**src/rtl/branch_update_controller.sv**
```systemverilog
// Branch update controller: tracks in-flight predicted branches in order and turns
// execute-stage resolutions into predictor updates, misprediction redirects and flush recovery.
module branch_update_controller #(
    parameter int ADDRESS_BITS   = 32,
    parameter int QUEUE_DEPTH    = 4,
    parameter int RECOVER_CYCLES = 2
) (
    input  logic                            clk,
    input  logic                            reset,
    input  logic                            push_valid,
    output logic                            push_ready,
    input  logic [ADDRESS_BITS-1:0]         push_pc,
    input  logic                            push_pred_taken,
    input  logic [ADDRESS_BITS-1:0]         push_pred_target,
    input  logic                            res_valid,
    output logic                            res_ready,
    input  logic                            res_taken,
    input  logic [ADDRESS_BITS-1:0]         res_target,
    input  logic                            flush_req,
    output logic                            upd_valid,
    output logic [ADDRESS_BITS-1:0]         upd_pc,
    output logic                            upd_taken,
    output logic                            mispred,
    output logic [ADDRESS_BITS-1:0]         redirect_pc,
    output logic [$clog2(QUEUE_DEPTH):0]    count
);

    localparam int PTR_BITS = $clog2(QUEUE_DEPTH);
    localparam int CNT_BITS = PTR_BITS + 1;
    localparam int REC_BITS = (RECOVER_CYCLES < 2) ? 1 : $clog2(RECOVER_CYCLES + 1);

    typedef enum logic {
        RUN,
        RECOVER
    } state_t;

    state_t                    state;
    logic [REC_BITS-1:0]       rec_cnt;
    logic [PTR_BITS-1:0]       head;
    logic [PTR_BITS-1:0]       tail;

    logic [ADDRESS_BITS-1:0]   q_pc          [QUEUE_DEPTH];
    logic                      q_pred_taken  [QUEUE_DEPTH];
    logic [ADDRESS_BITS-1:0]   q_pred_target [QUEUE_DEPTH];

    logic                      push_fire;
    logic                      pop_fire;
    logic                      is_mispred;
    logic                      clear_queue;
    logic [ADDRESS_BITS-1:0]   head_pc;

    assign push_ready = (state == RUN) && (count < CNT_BITS'(QUEUE_DEPTH)) && !reset;
    assign res_ready  = (state == RUN) && (count != '0) && !reset;
    assign push_fire  = push_valid && push_ready;
    assign pop_fire   = res_valid && res_ready;
    assign head_pc    = q_pc[head];

    always_comb begin
        is_mispred = 1'b0;
        if (pop_fire) begin
            is_mispred = (res_taken != q_pred_taken[head]) ||
                         (res_taken && (res_target != q_pred_target[head]));
        end
    end

    // A mispredict wins over a concurrent flush, but both clear the queue the same way.
    assign clear_queue = is_mispred || ((state == RUN) && flush_req);

    // NOTE: queue storage has no reset; head/tail/count alone decide which entries are live.
    always_ff @(posedge clk) begin
        if (push_fire && !clear_queue) begin
            q_pc[tail]          <= push_pc;
            q_pred_taken[tail]  <= push_pred_taken;
            q_pred_target[tail] <= push_pred_target;
        end
    end

    always_ff @(posedge clk) begin
        if (reset) begin
            state       <= RUN;
            rec_cnt     <= '0;
            head        <= '0;
            tail        <= '0;
            count       <= '0;
            upd_valid   <= 1'b0;
            upd_pc      <= '0;
            upd_taken   <= 1'b0;
            mispred     <= 1'b0;
            redirect_pc <= '0;
        end else begin
            upd_valid <= 1'b0;
            mispred   <= 1'b0;

            // A correct resolution that coincides with a flush is discarded.
            if (pop_fire && (is_mispred || !flush_req)) begin
                upd_valid <= 1'b1;
                upd_pc    <= head_pc;
                upd_taken <= res_taken;
                mispred   <= is_mispred;
                if (is_mispred) begin
                    redirect_pc <= res_taken ? res_target : head_pc + ADDRESS_BITS'(4);
                end
            end

            if (clear_queue) begin
                state   <= RECOVER;
                rec_cnt <= REC_BITS'(RECOVER_CYCLES);
                head    <= '0;
                tail    <= '0;
                count   <= '0;
            end else if (state == RUN) begin
                if (push_fire) begin
                    tail <= tail + PTR_BITS'(1);
                end
                if (pop_fire) begin
                    head <= head + PTR_BITS'(1);
                end
                if (push_fire && !pop_fire) begin
                    count <= count + CNT_BITS'(1);
                end else if (pop_fire && !push_fire) begin
                    count <= count - CNT_BITS'(1);
                end
            end else begin
                rec_cnt <= rec_cnt - REC_BITS'(1);
                if (rec_cnt == REC_BITS'(1)) begin
                    state <= RUN;
                end
            end
        end
    end

endmodule
```
**config.mk**
```make
export PLATFORM = sky130hd
export DESIGN_NAME = branch_update_controller
export DESIGN_NICKNAME = d
export VERILOG_FILES = /design/src/rtl/branch_update_controller.sv
export SDC_FILE = /design/constraint.sdc
export NUM_CORES = 1
export LEC_CHECK = 0
export CORE_MARGIN = 10
export CORE_UTILIZATION = 40
export DETAILED_ROUTE_END_ITERATION = 12
export PLACE_DENSITY = 0.72
export SYNTH_ARGS = -nofsm -noshare
export SYNTH_HDL_FRONTEND = slang
export SYNTH_SLANG_ARGS = --single-unit
```
**constraint.sdc**
```tcl
create_clock -name clk -period 5.65 [get_ports clk]
set_input_delay 0.565 -clock clk [delete_from_list [all_inputs] [get_ports clk]]
set_output_delay 0.565 -clock clk [all_outputs]
set_load 0.005 [all_outputs]
```
==> Yosys cells after proc, flatten, opt, wreduce, memory -nomap -nowiden <==
Memory sizes are Yosys's and may differ from the RTL's. A register that Yosys moved wholly into a read port is not among the register bits.
Index checks and enable logic that the tools add are counted.
{ "word_totals": {"ff_bits": 77, "out_inout_bits": 72, "input_bits": 103, "ram_bits": 260, "n_memories": 3, "word_cells": 73} }
{ "op_classes": {"bitwise": 2, "n_reduce_logical": 29, "eq_ne": 3, "n_mux": 18, "add_sub_neg": 6, "magnitude_cmp": 1} }
{ "mem_list": {"columns": ["memory", "depth", "word_bits", "read_ports", "rd_ports_with_merged_regs", "wr", "line_no", "text"], "rows": [
  ["q_pc", 4, 32, 1, 1, 1, "42", "logic [ADDRESS_BITS-1:0] q_pc [QUEUE_DEPTH];"],
  ["q_pred_target", 4, 32, 1, 1, 1, "44", "logic [ADDRESS_BITS-1:0] q_pred_target [QUEUE_DEPTH];"],
  ["q_pred_taken", 4, 1, 1, 1, 1, "43", "logic q_pred_taken [QUEUE_DEPTH];"]
]} }
{ "ops": {"columns": ["cell", "count"], "rows": [
  ["$add A32 B3 Y32 const B", 1],
  ["$mux W32", 1],
  ["$ne A32 B32 Y1", 1],
  ["$mux W2", 8],
  ["$logic_and A1 B1 Y1", 12],
  ["$reduce_and A2 Y1", 4],
  ["$mux W1", 7],
  ["$mux W3", 2],
  ["$logic_not A1 Y1", 5],
  ["$add A2 B1 Y2 const B", 2],
  ["$reduce_bool A2 Y1", 2],
  ["$reduce_or A2 Y1", 2],
  ["$add A3 B1 Y3 const B", 1],
  ["$logic_or A1 B1 Y1", 3],
  ["$lt A3 B3 Y1 const B", 1],
  ["$reduce_bool A3 Y1", 1],
  ["$sub A3 B1 Y3 const B", 1],
  ["$eq A2 B1 Y1 const B", 1],
  ["$not A1 Y1", 2],
  ["$sub A2 B1 Y2 const B", 1],
  ["$ne A1 B1 Y1", 1]
]} }

==> Longest topological paths before layout <==
Gate-level depths: netlist of run 1.
{ "logic_depth": {"depth_word": 10, "depth_mapped": 14, "mapped_depth_nobuf": 11} }

==> Worst setup path before layout of run 1 <==
Ideal clock, no wire load.
{ "synth_path": {"path_kind": "reg2reg", "start": "register with a tool-made name", "end": "memory q_pc[0][0] (enable)", "setup_time_ns": 0.429, "path_buffers": 3, "required_ns": 5.221, "stages_incl_launch_ff": 11, "path_slack_ns": 1.023, "arrival_time_ns": 4.198, "synth_period_minus_slack_ns": 4.627, "path_cell_list": "dfxtp_1 -> buf_4 -> clkbuf_1 -> mux4_2 -> xnor2_1 -> o2111ai_1 -> or4_4 -> nor4_4 -> or3_4 -> buf_12 -> and4_1"} }
{ "synth_lines": {"columns": ["item", "line_no"], "rows": [
  ["end, declared", "42"]
]} }

==> results of run 1 <==
==> metal layers <==
metal	vias up	global-route usage, %	wire, microns	share of wire, %
li1	3787	-	-	-
met1	4229	22.2	16000	43
met2	341	25.8	17300	46
met3	58	4.29	2920	7.8
met4	0	5.81	1060	2.8
met5	-	0	0	0
==> worst min-delay path, delay by kind of cell (launching register included) <==
family / cells / cell delay (ns)
DFF: 1 / 0.31
muxes: 1 / 0.06
and+or+nand+nor: 1 / 0.05
==> kinds of logic after synthesis <==
family,synth area share (%)
compound gates,2.75
buf+inv,2.71
fa+ha+maj,0.752
simple gates,7.75
xor+xnor,3.67
mux,16.8
flops,65.6
==> worst paths after layout <==
kind,slack (ns),to
worst max register to register,1.11,q_pc[3][7]
worst min-delay path,0.47,redirect_pc[2]
worst min register to register,0.47,redirect_pc[2]
worst max-delay path,1.11,q_pc[3][7]
==> final cells by class <==
type                    count  share of cell area [%]
flip-flops and latches    339                    53.1
well taps                 461                    3.26
clock inverters            15                    1.03
diodes                      2                  0.0283
inverters                  14                   0.297
clock buffers              49                    5.83
multi-input cells         486                    25.7
repair buffers            192                    10.8
==> flip-flops by register name, indices dropped and copies added (netlist names), named ones only <==
register	flops
count	3
head	2
mispred	1
q_pc	128
q_pred_taken	4
q_pred_target	128
rec_cnt	2
redirect_pc	32
state	1
tail	2
upd_pc	32
upd_taken	1
upd_valid	1
==> stage by stage <==
step / cells / total power, mW / setup WS (ns) / utilization [%]
after global placement: 1492 / 3.21 / 1.20 / 46.5
after global routing: 1557 / 5.71 / 0.823 / 50.0
after floorplan: 881 / 2.99 / 1.02 / -
after CTS: 1556 / 5.57 / 1.06 / 50.0
after detailed placement: 1492 / 3.21 / 1.09 / 46.5
final: 1558 / 5.54 / 1.11 / 50.0
==> layout by cell type (no fill, tap or decap), types with 5 or more instances in the layout <==
| cell | synthesis | routed |
|---|---|---|
| edfxtp_1 | 260 | 260 |
| clkdlybuf4s50_1 | 0 | 173 |
| dfxtp_1 | 79 | 77 |
| mux2i_1 | 64 | 64 |
| mux4_2 | 55 | 55 |
| nand2_1 | 51 | 51 |
| xnor2_1 | 50 | 50 |
| mux2_2 | 38 | 38 |
| clkbuf_16 | 0 | 38 |
| nor2b_1 | 36 | 36 |
| nor2_1 | 20 | 20 |
| nand3_1 | 18 | 18 |
| o21ai_0 | 16 | 16 |
| buf_4 | 9 | 15 |
| nand4_1 | 14 | 14 |
| a21oi_1 | 13 | 13 |
| inv_1 | 12 | 12 |
| nor4_1 | 10 | 10 |
| xor2_1 | 10 | 10 |
| nor3_1 | 8 | 8 |
| nand2b_1 | 8 | 8 |
| nor3b_1 | 8 | 8 |
| o22ai_1 | 7 | 7 |
| ha_1 | 7 | 7 |
| clkbuf_1 | 17 | 7 |
| and2_1 | 5 | 5 |
==> power by group through the flow <==
stage | clock network (mW) | registers, mW | logic [mW]
final | 2.38 | 2.76 | 0.402
after global routing | 2.52 | 2.76 | 0.432
after CTS | 2.41 | 2.76 | 0.404
after detailed placement | 0 | 2.81 | 0.402
after global placement | 0 | 2.81 | 0.396
after floorplan | 0 | 2.80 | 0.192
==> metrics.md, run 1 <==
| Metric | Value |
|---|---|
| Outcome | `complete, no violations` |
| Reg2Reg Depth | `9` |
| Initial antenna violation count | `2` |
| Initial Utilization | `40.4%` |
| Post-synth ARST share | `0%` |
| Logic pwr share | `7.3%` |
| CP arrival | `4.74 ns` |
| Least-Margin Pin Slew | `just over 1 ns` |
| Final hold viol count | `0` |
| EDFF count, synth | `260` |
| Synth cell types | `58` |
| Pwr Density | `approximately 310 nW/um^2` |
| CTS tree | `done` |
| Root buffer cell | `clkbuf_16` |
| Clock power frac | `43.0%` |
| Remaining global-route overflow | `0` |
| CP Class | `reg2reg` |
| Clk sinks | `339` |
| GPL Wtd Cong | `0.916` |
| Chip Width | `roughly 210 microns` |
| Reg clk slew, reported paths | `approximately 0.06 ns` |
| Hold Buf Count CTS | `0` |
| Area leader, netlist | `edfxtp_1` |
| Num ports | `175` |
| Filler cells | `2927` |
| Synth-to-Final Area Change | `23.6%` |
| CP top delay family | `simple AND/OR/NAND/NOR gates` |
| Synth top area cells | `edfxtp_1, dfxtp_1, mux4_2` |
| Layout cells sized above 1 | `between 10% and 20%` |
| Final net count | `about 1.2k` |
| Yosys reg bits | `~340` |
| Critical path buffers and inverters | `2` |
| Area of the multi-input gates | `4540 sq um` |
| Worst Hold Class | `reg2reg` |
| Top cell type's share of synthesized area | `54.5%` |
| Kind of start point of the critical path | `register` |
| Worst path depth | `9` |
| CTS max path bufs | `3` |
| Most frequent cell after synthesis | `edfxtp_1` |
| Row cnt | `69` |
| H-tree depth | `2` |
| Post-route cell area | `17700 sq um` |
| Fin Hold WS | `about 0.47 ns` |
| CP most frequent cell | `buf_4` |
| Sequential Power Share | `49.8%` |
| Die area | `43800 sq um` |
| Largest stage delay on the critical path | `0.82 ns` |
| Register area | `9390 sq um` |
| Vias post-DR | `8415` |
| Die Ht | `209 microns` |
| Inserted Clock Buffers | `35` |
| Minimum clock period | `4.54 ns` |
| Gate Count Post-Synth | `881` |
| CP Max Fanout | `39` |
| GRT Overall Usage | `16.6%` |
| Int Pwr | `between 4 and 5 mW` |
| Buffers on Ports | `174` |
| Worst-case clock skew | `0.0176 ns` |
| Vias in the first global route | `8737` |
| Sw Ratio | `a little over a fifth` |
| Drt pass-1 iters | `5` |
| Pin count of the biggest net entering global routing | `45` |
| Peak supply drop | `0.167 mV` |
| Cell leakage power | `5.90 nW` |
| Post-Syn Nets | `992` |
| 1st-iter DRT viols | `722` |
| Top cells by instance count after synthesis | `edfxtp_1, dfxtp_1, mux2i_1, mux4_2, nand2_1` |
| Yosys warning count | `0` |
| Register area share after synthesis | `65.6%` |
| First-pass GRT wire length | `55900 microns` |
| CP Data Required Time | `5.85 ns` |
| Antenna Nets Post-Route | `0` |
| Final worst-path cycle share | `80.3%` |
| Synth Flop Type | `edfxtp_1` |
| WL final | `37300 microns` |
| Clock latency on the worst-skew pair | `0.52 ns` |
| RSZ-0062 raised after global routing | `false` |
| P_sw | `1.18 mW` |
| Max Cap Viol | `0` |
| Mean Syn Cell Area | `16.2 sq um` |
| Cell Chain, Critical Path | `buf_4 > mux2i_1 > a222oi_1 > o2111ai_1 > or4_4 > nor4_4 > or3_4 > and4_2 > buf_4` |
| Post-CTS sizing | `0` |
| Via density | `5.40` |
| Max_slew headroom | `a little under a third` |
| CP max stage cell | `dfxtp_4` |
| Hold path depth | `2` |
| HP Start | `redirect_pc[2]` |
| Final setup fails | `0` |
| Setup tns final | `0 ns` |
| Core footprint | `35400 sq um` |
| Max frequency | `0.220 GHz` |
| DP Wirelength | `26700 microns` |
| DR WL/cell | `24.0 microns` |
| Post-CTS Repair Setup Buffers | `0` |
| Post-Syn Area | `between 10000 and 15000 sq um` |
| Worst setup EP type | `register` |
| Placed Area | `16500 sq um` |
| Residual DRC | `0` |
| Final Slew Violations | `0` |
No activity file was read; power rests on OpenSTA's default activity.
==> run 2: changes to the inputs <==
==> constraint.sdc (replaced) <==
create_clock -name clk -period 4.69 [get_ports clk]
set_input_delay 0.469 -clock clk [delete_from_list [all_inputs] [get_ports clk]]
set_output_delay 0.469 -clock clk [all_outputs]
set_load 0.005 [all_outputs]
==> metrics.md, run 2 (same netlist as run 1, synthesis figures left out) <==
| Metric | Value |
|---|---|
| P_sw | `1.41 mW (+19%)` |
| Residual DRC | `0 (unchanged)` |
| Worst setup EP type | `register` |
| Layout cells sized above 1 | `16.4% (-0.52 points)` |
| CTS max path bufs | `3 (unchanged)` |
| Max frequency | `0.246 GHz (+12%)` |
| Die Ht | `209 microns (unchanged)` |
| Int Pwr | `5.10 mW (+17%)` |
| Inserted Clock Buffers | `36 (+2.9%)` |
| CP Class | `reg2reg` |
| Drt pass-1 iters | `5 (unchanged)` |
| Filler cells | `2951 (+0.82%)` |
| Num ports | `175 (unchanged)` |
| Largest stage delay on the critical path | `0.78 ns (-0.04 ns)` |
| Clock power frac | `41.5% (-1.5 points)` |
| Design Power | `6.51 mW (+18%)` |
| DP Wirelength | `26700 microns (about the same)` |
| Least-Margin Pin Slew | `0.698 ns (-0.332 ns)` |
| 1st-iter DRT viols | `706 (-2.2%)` |
| Sw Ratio | `21.7% (+0.31 points)` |
| Area of the multi-input gates | `4540 sq um (unchanged)` |
| Setup tns final | `0 ns (unchanged)` |
| GPL Wtd Cong | `0.906 (-1.2%)` |
| Kind of start point of the critical path | `register` |
| Worst-case clock skew | `0.0235 ns (+0.00591 ns)` |
| Final setup fails | `0 (unchanged)` |
| CTS tree | `done` |
| Initial Utilization | `40.4% (unchanged)` |
| Most common cell after layout, fill and taps aside | `edfxtp_1` |
| Max_slew headroom | `53.2% (+22 points)` |
| Clk sinks | `339 (unchanged)` |
| Die area | `43800 sq um (unchanged)` |
| Cell Chain, Critical Path | `buf_4 > mux4_2 > o311ai_0 > a2111oi_0 > nand4_1 > nor4_4 > or3_4 > and4_2 > buf_12` |
| Hold path depth | `2 (unchanged)` |
| Logic pwr share | `7.5% (+0.2 points)` |
| First-pass GRT wire length | `56200 microns (+0.47%)` |
| Reg2Reg Depth | `9 (unchanged)` |
| Setup WS post-layout | `0.631 ns (-0.479 ns)` |
| Core footprint | `35400 sq um (unchanged)` |
| Root buffer cell | `clkbuf_16` |
| Final net count | `1182 (+0.25%)` |
| Outcome | `complete, no violations` |
| Antenna Nets Post-Route | `0 (unchanged)` |
| DR WL/cell | `24.1 microns (+0.58%)` |
| Hold Buf Count CTS | `0 (unchanged)` |
| Cell leakage power | `5.88 nW (-0.41%)` |
| Max Cap Viol | `0 (unchanged)` |
| Post-route cell area | `17700 sq um (-0.22%)` |
| M2 GR Usage | `26.1% (+0.32 points)` |
| CP arrival | `4.19 ns (-0.55 ns)` |
| Met1 usage in global routing | `22.6% (+0.40 points)` |
| Row cnt | `69 (unchanged)` |
| CP Data Required Time | `4.83 ns (-1.02 ns)` |
| Vias in the first global route | `8723 (-0.16%)` |
| Placed Area | `16500 sq um (+0.40%)` |
| Register area | `9390 sq um (unchanged)` |
| Vias post-DR | `8496 (+0.96%)` |
| Busiest grt layer | `met2` |
| Top Registers | `q_pc x128, q_pred_target x128` |
| H-tree depth | `2 (unchanged)` |
| Minimum clock period | `4.06 ns (-0.481 ns)` |
| Clock latency on the worst-skew pair | `0.52 ns (about the same)` |
| Final hold viol count | `0 (unchanged)` |
| Via density | `5.44 (+0.77%)` |
| Fin Hold WS | `0.468 ns (+0.00270 ns)` |
| Remaining global-route overflow | `0 (unchanged)` |
| Post-CTS Repair Setup Buffers | `0 (unchanged)` |
| Initial antenna violation count | `1 (-1)` |
| Sequential Power Share | `51.0% (+1.2 points)` |
| Synth-to-Final Area Change | `23.3%` |
| CP Max Fanout | `65 (+67%)` |
| WL final | `37600 microns (+0.77%)` |
| GRT Overall Usage | `16.7% (about the same)` |
| Pwr Density | `369 nW/um^2 (+18%)` |
| Reg clk slew, reported paths | `0.06 ns (about the same)` |
| Commonest cells after routing, fill and taps aside | `edfxtp_1, clkdlybuf4s50_1, dfxtp_1` |
| Final worst-path cycle share | `86.5% (+6.2 points)` |
| GR Util met3 | `4.06% (-0.24 points)` |
| Peak supply drop | `0.185 mV (+11%)` |
| Final Slew Violations | `0 (unchanged)` |
| Chip Width | `209 microns (unchanged)` |
| RSZ-0062 raised after global routing | `false` |
| Buffers on Ports | `174 (unchanged)` |
| Setup WS pre-CTS | `0.756 ns (-0.330 ns)` |
| Post-CTS sizing | `0 (unchanged)` |
| CP max stage cell | `dfxtp_2` |
| Pin count of the biggest net entering global routing | `66 (+47%)` |
| Worst Hold Class | `reg2reg` |
## run 2: cell count changes in the layout (fill, tap and decap cells not counted), moves of 2 or more
cell,before,now
clkbuf_1,7,12
clkinv_1,3,7
clkinvlp_4,4,2
clkbuf_8,4,0
clkinv_2,3,5
buf_12,3,7
buf_4,15,13
## run 2: worst paths after layout
check                           slack (ns)             end      startpoint
worst max-delay path                  0.63     q_pc[3][20]        register
worst min-delay path                  0.47  redirect_pc[6]  redirect_pc[6]
worst max register to register        0.63     q_pc[3][20]        register
worst min register to register        0.47  redirect_pc[6]  redirect_pc[6]
## run 2: final cells by class
| class | instances | share of cell area [%] |
|---|---|---|
| diodes | 1 | 0.0142 |
| clock buffers | 49 | 5.50 |
| clock inverters | 17 | 0.801 |
| inverters | 14 | 0.298 |
| multi-input cells | 486 | 25.7 |
| flip-flops and latches | 339 | 53.2 |
| well taps | 461 | 3.27 |
| repair buffers | 194 | 11.2 |
## run 2: layer usage
metal  share of wire (%)  vias up
li1                    -     3799
met1                  43     4265
met2                  47      372
met3                 8.3       60
met4                 2.3        0
met5                   0        -
## run 2: through the flow
step,instances,util (%)
after floorplan,881,-
after global placement,1494,46.7
after detailed placement,1494,46.7
after CTS,1560,49.9
after global routing,1560,49.9
final,1561,49.9
## run 2: power groups by stage
stage | combinational (mW) | clock, mW | sequential, mW
after detailed placement | 0.488 | 0 | 3.39
after floorplan | 0.231 | 0 | 3.38
after global placement | 0.481 | 0 | 3.39
final | 0.488 | 2.70 | 3.32
after global routing | 0.523 | 2.86 | 3.33
after CTS | 0.491 | 2.74 | 3.32
## run 2: critical path, delay by kind of cell (launching register included)
family                 cells  cell delay (ns)
buffers and inverters      2             0.67
flip-flops                 1             0.78
multiplexers               1             0.27
AO/OA/AOI/OAI              2             0.73
AND/OR/NAND/NOR            4             1.06
